<file path="src/rtl/rca_msb_power_scheduler.sv">
// Power-gating sequencer for the MSB half of RCA_32 with a valid/ready request front end.
// Narrow ops always pass; wide ops power the MSB domain up on demand and keep it alive.
module rca_msb_power_scheduler #(
  parameter int unsigned PWR_UP_CYC   = 4,
  parameter int unsigned IDLE_TIMEOUT = 16,
  parameter int unsigned OP_LAT       = 2
) (
  input  logic        clk,
  input  logic        rst,
  input  logic        req_valid,
  input  logic        req_wide,
  output logic        req_ready,
  input  logic        force_off,
  output logic        op_issue,
  output logic        op_wide,
  output logic        iso_en,
  output logic        ret_en,
  output logic        pse,
  output logic        msb_on,
  output logic [15:0] pwr_up_cnt
);

  typedef enum logic [2:0] {
    OFF     = 3'd0,
    UP_WAIT = 3'd1,
    UP_RES  = 3'd2,
    ON      = 3'd3,
    DN_ISO  = 3'd4,
    DN_RET  = 3'd5
  } state_t;

  localparam logic [7:0]  WAIT_LAST  = 8'(PWR_UP_CYC - 1);
  localparam logic [15:0] IDLE_LIMIT = 16'(IDLE_TIMEOUT);
  localparam logic [7:0]  DRAIN_LD   = 8'(OP_LAT);

  state_t      state_r, state_s;
  logic [7:0]  wait_cnt_r, wait_cnt_s;
  logic [15:0] idle_cnt_r, idle_cnt_s;
  logic [7:0]  drain_cnt_r, drain_cnt_s;
  logic [15:0] pwr_up_cnt_r, pwr_up_cnt_s;
  logic        op_issue_r, op_issue_s;
  logic        op_wide_r, op_wide_s;
  logic        iso_r, iso_s;
  logic        ret_r, ret_s;
  logic        pse_r, pse_s;
  logic        msb_on_r, msb_on_s;
  logic        ready_s;
  logic        wide_accept_s;

  // Request handshake: wide ops only while the domain is fully on and not being forced down.
  always_comb begin
    if (rst) begin
      ready_s = 1'b0;
    end else if (!req_wide) begin
      ready_s = 1'b1;
    end else begin
      ready_s = (state_r == ON) && !force_off;
    end
    wide_accept_s = req_valid && req_wide && ready_s;
  end

  assign req_ready = ready_s;

  // Next-state and counter logic.
  always_comb begin
    state_s    = state_r;
    wait_cnt_s = 8'd0;
    idle_cnt_s = 16'd0;
    op_issue_s = req_valid && ready_s;
    op_wide_s  = wide_accept_s;
    // The drain counter guards isolation until the last wide op has left the adder.
    if (wide_accept_s) begin
      drain_cnt_s = DRAIN_LD;
    end else if (drain_cnt_r != 8'd0) begin
      drain_cnt_s = drain_cnt_r - 8'd1;
    end else begin
      drain_cnt_s = 8'd0;
    end
    case (state_r)
      OFF: begin
        if (req_valid && req_wide && !force_off) begin
          state_s = UP_WAIT;
        end else begin
          state_s = OFF;
        end
      end
      UP_WAIT: begin
        if (wait_cnt_r == WAIT_LAST) begin
          state_s = UP_RES;
        end else begin
          wait_cnt_s = wait_cnt_r + 8'd1;
        end
      end
      UP_RES: state_s = ON;
      ON: begin
        if (wide_accept_s) begin
          idle_cnt_s = 16'd0;
          state_s    = ON;
        end else begin
          idle_cnt_s = idle_cnt_r + 16'd1;
          if ((idle_cnt_s >= IDLE_LIMIT) || (force_off && (drain_cnt_r == 8'd0))) begin
            state_s = DN_ISO;
          end else begin
            state_s = ON;
          end
        end
      end
      DN_ISO:  state_s = DN_RET;
      DN_RET:  state_s = OFF;
      default: state_s = OFF;
    endcase
  end

  // Power-control outputs decoded from the upcoming state so they register with it.
  always_comb begin
    iso_s    = 1'b1;
    ret_s    = 1'b1;
    pse_s    = 1'b0;
    msb_on_s = 1'b0;
    case (state_s)
      OFF:     begin iso_s = 1'b1; ret_s = 1'b1; pse_s = 1'b0; end
      UP_WAIT: begin iso_s = 1'b1; ret_s = 1'b1; pse_s = 1'b1; end
      UP_RES:  begin iso_s = 1'b1; ret_s = 1'b0; pse_s = 1'b1; end
      ON:      begin iso_s = 1'b0; ret_s = 1'b0; pse_s = 1'b1; msb_on_s = 1'b1; end
      DN_ISO:  begin iso_s = 1'b1; ret_s = 1'b0; pse_s = 1'b1; end
      DN_RET:  begin iso_s = 1'b1; ret_s = 1'b1; pse_s = 1'b1; end
      default: begin iso_s = 1'b1; ret_s = 1'b1; pse_s = 1'b0; end
    endcase
    if ((state_r == OFF) && (state_s == UP_WAIT) && (pwr_up_cnt_r != 16'hFFFF)) begin
      pwr_up_cnt_s = pwr_up_cnt_r + 16'd1;
    end else begin
      pwr_up_cnt_s = pwr_up_cnt_r;
    end
  end

  // State, counters and all outputs register together.
  always_ff @(posedge clk) begin
    if (rst) begin
      state_r      <= OFF;
      wait_cnt_r   <= 8'd0;
      idle_cnt_r   <= 16'd0;
      drain_cnt_r  <= 8'd0;
      pwr_up_cnt_r <= 16'd0;
      op_issue_r   <= 1'b0;
      op_wide_r    <= 1'b0;
      iso_r        <= 1'b1;
      ret_r        <= 1'b1;
      pse_r        <= 1'b0;
      msb_on_r     <= 1'b0;
    end else begin
      state_r      <= state_s;
      wait_cnt_r   <= wait_cnt_s;
      idle_cnt_r   <= idle_cnt_s;
      drain_cnt_r  <= drain_cnt_s;
      pwr_up_cnt_r <= pwr_up_cnt_s;
      op_issue_r   <= op_issue_s;
      op_wide_r    <= op_wide_s;
      iso_r        <= iso_s;
      ret_r        <= ret_s;
      pse_r        <= pse_s;
      msb_on_r     <= msb_on_s;
    end
  end

  assign op_issue   = op_issue_r;
  assign op_wide    = op_wide_r;
  assign iso_en     = iso_r;
  assign ret_en     = ret_r;
  assign pse        = pse_r;
  assign msb_on     = msb_on_r;
  assign pwr_up_cnt = pwr_up_cnt_r;

endmodule

</file>
<file path="config.mk">
export PLATFORM = sky130hd
export DESIGN_NAME = rca_msb_power_scheduler
export DESIGN_NICKNAME = d
export VERILOG_FILES = /design/src/rtl/rca_msb_power_scheduler.sv
export SDC_FILE = /design/constraint.sdc
export NUM_CORES = 1
export LEC_CHECK = 0
export CORE_MARGIN = 2
export CORE_UTILIZATION = 50
export DETAILED_ROUTE_END_ITERATION = 10
export PLACE_DENSITY = 0.82
export REMOVE_ABC_BUFFERS = 1
export SYNTH_ARGS = -nofsm -noshare
export SYNTH_HDL_FRONTEND = slang
export SYNTH_SLANG_ARGS = --single-unit
</file>
<file path="constraint.sdc">
create_clock -name clk -period 1.9 [get_ports clk]
set_clock_uncertainty 0.15 [all_clocks]
set_input_delay 0.57 -clock clk [delete_from_list [all_inputs] [get_ports clk]]
set_output_delay 0.57 -clock clk [all_outputs]
set_load 0.05 [all_outputs]
</file>
# --- After elaboration in Yosys (flattened, before gate mapping) ---
# Cells that the tools add are included.
totals:
  ff_bits: 57
  ram_bits: 0
  wordCells: 62
  output_inout_bits: 23
  latchBits: 0
  romBits: 0
  memories: 0
  input_bits: 5
op_classes:
  div_mod_pow: 0
  n_mux: 13
  magnitude_cmp: 1
  add_sub_neg: 4
  bitwise: 3
  n_eq_ne: 11
  n_mul: 0
  n_reduce_logical: 18
  shift: 0
ops:
  columns: ["op", "n"]
  rows:
  - ["adder 16 x 1 -> 16 bit (second input constant)", 2]
  - ["greater-or-equal comparator 16 x 5 -> 1 bit (second input constant)", 1]
  - ["!= test 16 bit (second input constant)", 1]
  - ["case mux 3 bit (5 select lines)", 1]
  - ["equality test 3 x 2 -> 1 bit (second input constant)", 4]
  - ["OR reduction 3 bit", 4]
  - ["equality test 3 bit (second input constant)", 3]
  - ["2-to-1 mux 3 bit", 3]
  - ["adder 8 x 1 -> 8 bit (second input constant)", 1]
  - ["equality test 8 x 2 -> 1 bit (second input constant)", 1]
  - ["logical AND 1 bit", 8]
  - ["zero test 8 bit", 1]
  - ["nonzero test 8 bit", 1]
  - ["subtractor 8 x 1 -> 8 bit (second input constant)", 1]
  - ["2-to-1 mux 1 bit", 7]
  - ["equality test 3 x 1 -> 1 bit (second input constant)", 2]
  - ["OR reduction 5 bit", 1]
  - ["2-to-1 mux 2 bit", 2]
  - ["zero test 3 bit", 1]
  - ["inverter 1 bit", 3]
  - ["zero test 1 bit", 1]
  - ["logical OR 1 bit", 1]

# --- Logic depth before layout (Yosys ltp) ---
# Gate-level depths: netlist of the first run.
logic_depth:
  word_depth: 10
  ltp_mapped: 8
  depth_no_buf: 7

# --- Worst setup path after synthesis of the first run ---
# Ideal clock, no wire load.
synth_timing:
  path_type: "input to register"
  startpoint: "in force_off"
  endpoint: "reg drain_cnt_r[2]"
  path_slack_ns: -0.649
  arrival_ns: 2.276
  required_time_ns: 1.628
  path_stages: 7
  setup_time_ns: 0.122
  path_buffers: 1
  cell_sequence: "nand4bb_1 -> a21oi_1 -> nand3_1 -> inv_1 -> or3_1 -> clkbuf_1 -> nor2_1"
synth_via:
  elab_chain_cells: 6
synth_rtl:
  columns: ["element", "line", "source"]
  rows:
  - ["start, declared", "13", "input logic force_off,"]
  - ["zero test 1 bit", "57", "ready_s = (state_r == ON) && !force_off;"]
  - ["logical AND 1 bit", "57", null]
  - ["2-to-1 mux 1 bit", "54", "end else if (!req_wide) begin"]
  - ["2-to-1 mux 1 bit", "52", "if (rst) begin"]
  - ["via req_ready", "12", "output logic req_ready,"]
  - ["logical AND 1 bit", "59", "wide_accept_s = req_valid && req_wide && ready_s;"]
  - ["OR reduction 3 bit (no line)", null, null]
  - ["end signal, assigned", "154", "drain_cnt_r <= drain_cnt_s;"]
  - ["end, declared", "39", "logic [7:0] drain_cnt_r, drain_cnt_s;"]
# The timed path passes the listed nets, and every way through them passes these cells.
# A chain may end at the register's enable or synchronous reset.

# --- Worst setup path after layout of the first run ---
layout_timing:
  startpoint: "reg idle_cnt_r[1]"
  endpoint: "reg iso_r (netlist: iso_en)"
layout_via:
  elab_chain_cells: 8
layout_rtl:
  columns: ["element", "line", "source"]
  rows:
  - ["start, declared", "38", "logic [15:0] idle_cnt_r, idle_cnt_s;"]
  - ["start signal, assigned", "153", "idle_cnt_r <= idle_cnt_s;"]
  - ["adder 16 x 1 -> 16 bit", "100", "idle_cnt_s = idle_cnt_r + 16'd1;"]
  - ["greater-or-equal comparator 16 x 5 -> 1 bit", "101", "if ((idle_cnt_s >= IDLE_LIMIT) || (force_off && (drain_cnt_r == 8'd0))) begin"]
  - ["logical OR 1 bit", "101", null]
  - ["2-to-1 mux 3 bit", "101", null]
  - ["2-to-1 mux 3 bit", "96", "if (wide_accept_s) begin"]
  - ["case mux 3 bit (5 select lines)", "79", "case (state_r)"]
  - ["equality test 3 x 2 -> 1 bit", "120", "case (state_s)"]
  - ["2-to-1 mux 1 bit", "120", null]
  - ["end signal, assigned", "158", "iso_r <= iso_s;"]
  - ["end, declared", "43", "logic iso_r, iso_s;"]
# Every way passes these cells.

==> out/summary.txt, run 1 <==
DR WL/cell -> 20.57 um
PD cells -> 740.0 nW/um2
minimum clock period -> 2.250 ns
final WL -> 9667 um
FF-to-FF Start -> idle_cnt_r[1]
Syn Std Cell Area -> 2567 um2
post-synthesis sequential area ratio -> 44.44%
Max Cap Violations -> 0
ant diodes -> 0
Worst-Margin Slew -> 0.4030 ns
die height -> 75.66 um
async set or reset register ratio after synthesis -> 0%
TritonCTS clock tree -> done
antenna violations before repair -> 0
adder-cell share of the synthesized area -> 1.949%
Synth Area in Compound Gates -> 7.797%
Comb pwr share -> 18.3%
DR iter-0 viols -> 319
clock sinks -> 57
sw frac -> 29.21%
Peak Freq -> 0.4445 GHz
largest net degree at the start of global routing -> 11
Worst VDD drop -> 0.0004942 V
reg2reg end -> iso_en
# DRC -> 0
Cell Chain, Critical Path -> ha_4 -> nand4_1 -> nor3_2 -> o211ai_1 -> a221oi_4 -> a311oi_4 -> or2_1
critical path data arrival time -> 2.35 ns
H-tree levels -> 3
die area -> 5724 um2
Placeable Area -> 5042 um2
Worst Reg-to-Reg Cells -> 7
unrepaired setup endpoints after global routing -> true
Worst Path Buf+Inv -> 0
Post-synth EDFFs -> 0
clk root buf -> clkbuf_8
IO buf count -> 27
site row count -> 26
Synth warnings -> 0
ANT nets after route -> 0
CTS Buf Count -> 9
Hold Path End -> drain_cnt_r[0]
Total GRT Usage -> 29.00%
NetSw -> 0.0008837 W
# IOs -> 28
overall via count from detail_route -> 2851
final core area utilization -> 81.07%
Nets -> 404
crit path kind -> flip-flop to flip-flop
max-slew violations -> 0
Yosys reg bits -> 57
Cells after Synth -> 292
vias in the first global route -> 2614
count leader, synth -> dfxtp_1
CP Capture Type -> flip-flop
max incr delay on CP -> 0.38 ns
Fill cells -> 234
drt pass-1 iters -> 5
final setup vio count -> 26
Hold Path Origin -> drain_cnt_r[0]
violated checks -> negative setup slack
later-pin clock latency in the skew report -> 0.35 ns
Worst setup SP type -> flip-flop
Place WS -> -0.6014 ns
final worst-path cycle share -> 118.4%
outcome -> finished with violations
area growth from synthesis to layout -> 59.21%
Seq pwr share -> 43.5%
main combinational cell family by area after synthesis -> simple AND/OR/NAND/NOR gates
Hold WS -> 0.3482 ns
Crit path required time -> 2.00 ns
Reg2Reg Setup Slack -> -0.35 ns
fraction of layout cells with a size suffix above 1 -> 38.75%
Distinct cells, synth -> 47
Crit Path Max Fanout -> 4
main flop type after synthesis -> dfxtp_1
GPL Wtd Cong -> 0.8847
GRT Residual Overflow -> 0
effective utilization at floorplan -> 50.92%
Die X -> 75.66 um
static leakage power -> 1.706 nW
CTS clk-pin slew, worst paths -> 0.08 ns
Clock Power Share -> 38.2%
critical path's top delay family -> compound AO/OA/AOI/OAI gates
top cell type by total area after synthesis -> dfxtp_1
Hold Vio Cnt, Final -> 0
DR vias/cell -> 6.066
Slew headroom -> 72.89%
multiplexer area fraction after synthesis -> 0.7797%
most common library cells after synthesis -> 57 x dfxtp_1, 55 x nor2_1, 23 x xor2_1, 19 x nand2_1, 19 x nand3_1
DP Wirelength -> 4752 um
first-pass GRT wire length -> 12140 um
WHS Path Cells -> 1
worst hold path type -> flip-flop to flip-flop
share of the synthesized area in the top cell type -> 44.44%
footprint of the multi-input gates -> 1521 um2
top cells by area, synth -> dfxtp_1 44%, nor2_1 8.0%, xor2_1 7.8%
Post-Syn Area per Cell -> 8.793 um2
Simple-Gate Fraction of Synth Area -> 29.73%
highest-delay cell along the critical path -> dfxtp_4
internal power contribution -> 0.002141 W
Max Root-Sink Buffers -> 2
xor/xnor share of the synthesized area -> 12.28%
register area -> 1161 um2
post-route setup slack -> -0.3498 ns
-- cells in the final DEF, fill, tap and decap left out, drive strengths merged, types with 4 or more instances in the layout --
master,instances
a21oi,10
and3,8
buf,99
clkbuf,13
dfxtp,57
ha,4
inv,7
nand2,19
nand3,19
nand4,14
nor2,55
nor3,5
nor4,4
o21ai,8
or3,6
xnor2,13
xor2,23
-- stage by stage --
stage	TNS [ns]	power (W)	cell area, um2	instances
global placement	-23.43	0.001769	3615	446
detailed placement	-25.27	0.001810	3615	446
floorplan	-8.757	0.001599	2516	281
CTS	-1.223	0.002935	3916	465
global route	-4.153	0.003123	4088	470
finish	-2.893	0.003025	4088	470
-- cells by family after synthesis --
group	Yosys count
AOI/OAI and AO/OA	29
xor gates and xnor gates	36
adders and majority gates	4
buffers and inverters	18
DFF	57
muxes	2
and+or+nand+nor	146
-- registers in the layout, indices dropped and copies added (netlist names) --
signal,flops
idle_cnt_r,16
pwr_up_cnt,16
drain_cnt_r,8
wait_cnt_r,8
state_r,3
iso_en,1
msb_on,1
op_issue,1
op_wide,1
pse,1
ret_en,1
-- worst max path at each step --
stage / startpoint / to / slack (ns) / depth (start not counted)
finish: idle_cnt_r[1] / iso_en / -0.35 / 7
global route: idle_cnt_r[0] / iso_en / -0.43 / 7
CTS: idle_cnt_r[1] / iso_en / -0.29 / 7
detailed placement: force_off / idle_cnt_r[8] / -0.60 / 5
global placement: force_off / idle_cnt_r[8] / -0.56 / 5
floorplan: force_off / iso_en / -0.56 / 6
-- per-layer routing --
layer  vias to the layer above  track usage [%]  wire length (um)  share of wire, %
met3                        64            11.51               756               7.8
met5                         -                0                 0                 0
li1                       1221                -                 -                 -
met2                       210            49.08              4859                50
met4                         0            14.04               512               5.3
met1                      1356            31.69              3538                37
-- what timing repair did --
| item | in CTS | in global routing |
|---|---|---|
| endpoints found under the setup margin | 52 | 20 |
| setup buffers | 2 | 5 |
| gates resized for setup | 26 | 33 |
| gates cloned | 1 | 0 |
| hold buffers | 0 | 0 |
| pin swaps | 13 | 20 |
-- layout make-up --
cell class | count | area share (%)
Timing Repair Buffer | 103 | 26.78
Multi-Input combinational cell | 217 | 37.22
Sequential cell | 57 | 28.41
Clock buffer | 11 | 3.459
Inverter | 7 | 0.6428
Clock inverter | 5 | 1.347
Tap cell | 70 | 2.143
-- power groups by stage --
stage | Combinational, W | Clock (W) | Sequential (W)
after floorplan | 0.000264 | 0 | 0.00133
after global placement | 0.000443 | 0 | 0.00133
final | 0.000552 | 0.00116 | 0.00132
after detailed placement | 0.000475 | 0 | 0.00133
after global routing | 0.000595 | 0.00121 | 0.00132
after CTS | 0.000481 | 0.00114 | 0.00131
Power figures use the tool's default switching activity.
==> inputs of run 2 (changes only) <==
--- a/config.mk
+++ b/config.mk
@@ -5,8 +5,10 @@
 export SDC_FILE = /design/constraint.sdc
 export NUM_CORES = 1
 export LEC_CHECK = 0
+export CELL_PAD_IN_SITES_DETAIL_PLACEMENT = 0
+export CELL_PAD_IN_SITES_GLOBAL_PLACEMENT = 2
 export CORE_MARGIN = 2
-export CORE_UTILIZATION = 50
+export CORE_UTILIZATION = 31
 export DETAILED_ROUTE_END_ITERATION = 10
 export PLACE_DENSITY = 0.82
 export REMOVE_ABC_BUFFERS = 1
==> constraint.sdc (replaced) <==
create_clock -name clk -period 1.9 [get_ports clk]
set_clock_uncertainty 0.15 [all_clocks]
set_input_delay 0.57 -clock clk [delete_from_list [all_inputs] [get_ports clk]]
set_output_delay 0.57 -clock clk [all_outputs]
set_load 0.02 [all_outputs]
==> out/summary.txt, run 2 (same netlist as run 1, synthesis figures left out) <==
final worst-path cycle share -> 113.4% (was 118.4%)
PD cells -> 722.3 nW/um2 (was 740.0 nW/um2)
internal power contribution -> 0.002022 W (was 0.002141 W)
Reg2Reg Setup Slack -> -0.26 ns (was -0.35 ns)
sw frac -> 26.88% (was 29.21%)
effective utilization at floorplan -> 31.56% (was 50.92%)
worst hold path type -> flip-flop to flip-flop (unchanged)
NetSw -> 0.0007432 W (was 0.0008837 W)
FF-to-FF Start -> idle_cnt_r[1] (unchanged)
Hold Vio Cnt, Final -> 0 (unchanged)
Worst setup SP type -> flip-flop (unchanged)
Crit path required time -> 1.97 ns (was 2.00 ns)
Placeable Area -> 8134 um2 (was 5042 um2)
DR WL/cell -> 12.11 um (was 20.57 um)
Worst-Margin Slew -> 0.3573 ns (was 0.4030 ns)
Crit Path Max Fanout -> 4 (unchanged)
Placed Area -> 3413 um2 (was 3615 um2)
H-tree levels -> 3 (unchanged)
Max Root-Sink Buffers -> 2 (unchanged)
vias in the first global route -> 2304 (was 2614)
violated checks -> negative setup slack (unchanged)
GPL Wtd Cong -> 0.7451 (was 0.8847)
first-pass GRT wire length -> 10370 um (was 12140 um)
Max Cap Violations -> 0 (unchanged)
later-pin clock latency in the skew report -> 0.34 ns (was 0.35 ns)
site row count -> 33 (was 26)
met3 Track Usage GR -> 4.868% (was 11.51%)
CTS Hold Bufs -> 0 (unchanged)
CP Capture Type -> flip-flop (unchanged)
# IOs -> 28 (unchanged)
Comb pwr share -> 18.2% (was 18.3%)
unrepaired setup endpoints after global routing -> true (unchanged)
Finished Cell Area -> 3829 um2 (was 4088 um2)
area growth from synthesis to layout -> 49.12% (was 59.21%)
Critical Path Source -> idle_cnt_r[1] (unchanged)
largest net degree at the start of global routing -> 15 (was 11)
Total GRT Usage -> 14.73% (was 29.00%)
max-slew violations -> 0 (unchanged)
reg2reg end -> iso_en (unchanged)
most common cell after layout, fill and taps aside -> buf_4 (unchanged)
Nets -> 406 (was 404)
Seq pwr share -> 46.9% (was 43.5%)
clock sinks -> 57 (unchanged)
CTS clk-pin slew, worst paths -> 0.06 ns (was 0.08 ns)
static leakage power -> 1.645 nW (was 1.706 nW)
Worst Reg-to-Reg Cells -> 7 (unchanged)
Die X -> 95.01 um (was 75.66 um)
DR iter-0 viols -> 105 (was 319)
Clock Power Share -> 34.9% (was 38.2%)
crit path kind -> flip-flop to flip-flop (unchanged)
ANT nets after route -> 0 (unchanged)
TritonCTS clock tree -> done (unchanged)
placed cell count -> 479 (was 446)
Design Power -> 0.002765 W (was 0.003025 W)
DR vias/cell -> 4.628 (was 6.066)
post-route setup slack -> -0.2555 ns (was -0.3498 ns)
overall via count from detail_route -> 2342 (was 2851)
Setup crit end -> iso_en (unchanged)
fraction of layout cells with a size suffix above 1 -> 33.92% (was 38.75%)
clk root buf -> clkbuf_8 (unchanged)
# DRC -> 0 (unchanged)
die area -> 9026 um2 (was 5724 um2)
minimum clock period -> 2.156 ns (was 2.250 ns)
DP Wirelength -> 4166 um (was 4752 um)
Worst VDD drop -> 0.0003143 V (was 0.0004942 V)
outcome -> finished with violations (unchanged)
drt pass-1 iters -> 4 (was 5)
met1 Usage GRT -> 18.80% (was 31.69%)
Slew headroom -> 76.01% (was 72.89%)
CTS Buf Count -> 9 (unchanged)
Peak Freq -> 0.4639 GHz (was 0.4445 GHz)
final WL -> 6126 um (was 9667 um)
grt peak-use layer -> met2 (unchanged)
Hold WS -> 0.3257 ns (was 0.3482 ns)
die height -> 95.01 um (was 75.66 um)
met2 usage -> 23.29% (was 49.08%)
commonest non-fill, non-tap cells in the layout -> 73 x buf_4, 51 x nor2_1, 48 x dfxtp_1 (was 74 x buf_4, 53 x nor2_1, 49 x dfxtp_1)
Finished Layout Cells -> 506 (was 470)
ant diodes -> 0 (unchanged)
final setup vio count -> 6 (was 26)
critical path data arrival time -> 2.23 ns (was 2.35 ns)
GRT Residual Overflow -> 0 (unchanged)
IO buf count -> 27 (unchanged)
antenna violations before repair -> 0 (unchanged)
-- run 2: changes by cell type in the layout (fill, tap and decap cells not counted), moves of 3 or more --
cell and change:
dlygate4sd2_1 +22, buf_6 +5, xnor2_2 -3, buf_12 -23, xnor2_1 +3
-- run 2: power by group through the flow --
stage	Combinational, W	Clock, W	Sequential, W
after CTS	0.000495	0.00100	0.00130
after detailed placement	0.000477	0	0.00133
after floorplan	0.000262	0	0.00133
after global routing	0.000565	0.00106	0.00130
final	0.000504	0.000965	0.00130
after global placement	0.000473	0	0.00132
-- run 2: repair_timing --
item	in CTS	in global routing
cloned	0	0
pin swaps	12	13
buffers inserted	7	7
setup endpoints to repair	67	54
resized for setup	60	31
-- run 2: how the worst min path moves through the flow --
stage                                end            from  slack (ns)  depth (start not counted)
after global placement    drain_cnt_r[3]  drain_cnt_r[3]        0.31                          2
after CTS                 drain_cnt_r[3]  drain_cnt_r[3]        0.33                          2
after floorplan           drain_cnt_r[0]  drain_cnt_r[0]        0.26                          1
after detailed placement  drain_cnt_r[3]  drain_cnt_r[3]        0.32                          2
final                     drain_cnt_r[3]  drain_cnt_r[3]        0.33                          2
after global routing      drain_cnt_r[4]  drain_cnt_r[4]        0.37                          2
-- run 2: stage by stage --
stage                     TNS, ns  util, %  setup WS [ns]
after detailed placement   -30.62    41.96        -0.9344
after floorplan            -1.214        -        -0.2457
after global placement     -29.49    41.96        -0.9191
final                      -1.114    47.07        -0.2555
after CTS                 -0.9311    45.49        -0.2209
after global routing       -1.954    47.07        -0.4045
-- run 2: final cells by class --
type | count | area, um2
clock buffers | 11 | 141.4
clock inverters | 4 | 20.02
fillers | 787 | 4305
inverters | 7 | 26.28
multi-input cells | 217 | 1513
flip-flops and latches | 57 | 1162
well taps | 105 | 131.4
repair buffers | 105 | 834.6
-- run 2: critical path: stages (launching register included) --
cell and delay [ns]:
dfxtp_4 0.36, ha_4 0.13, nand4_1 0.20, nor3_2 0.22, o211ai_1 0.17, a221oi_4 0.38
a311oi_4 0.16, or2_1 0.26
-- run 2: routing by layer --
| layer | vias to the layer above | wire [um] |
|---|---|---|
| li1 | 1221 | - |
| met1 | 1080 | 3032 |
| met5 | - | 0 |
| met4 | 0 | 54 |
| met3 | 6 | 234 |
| met2 | 35 | 2805 |
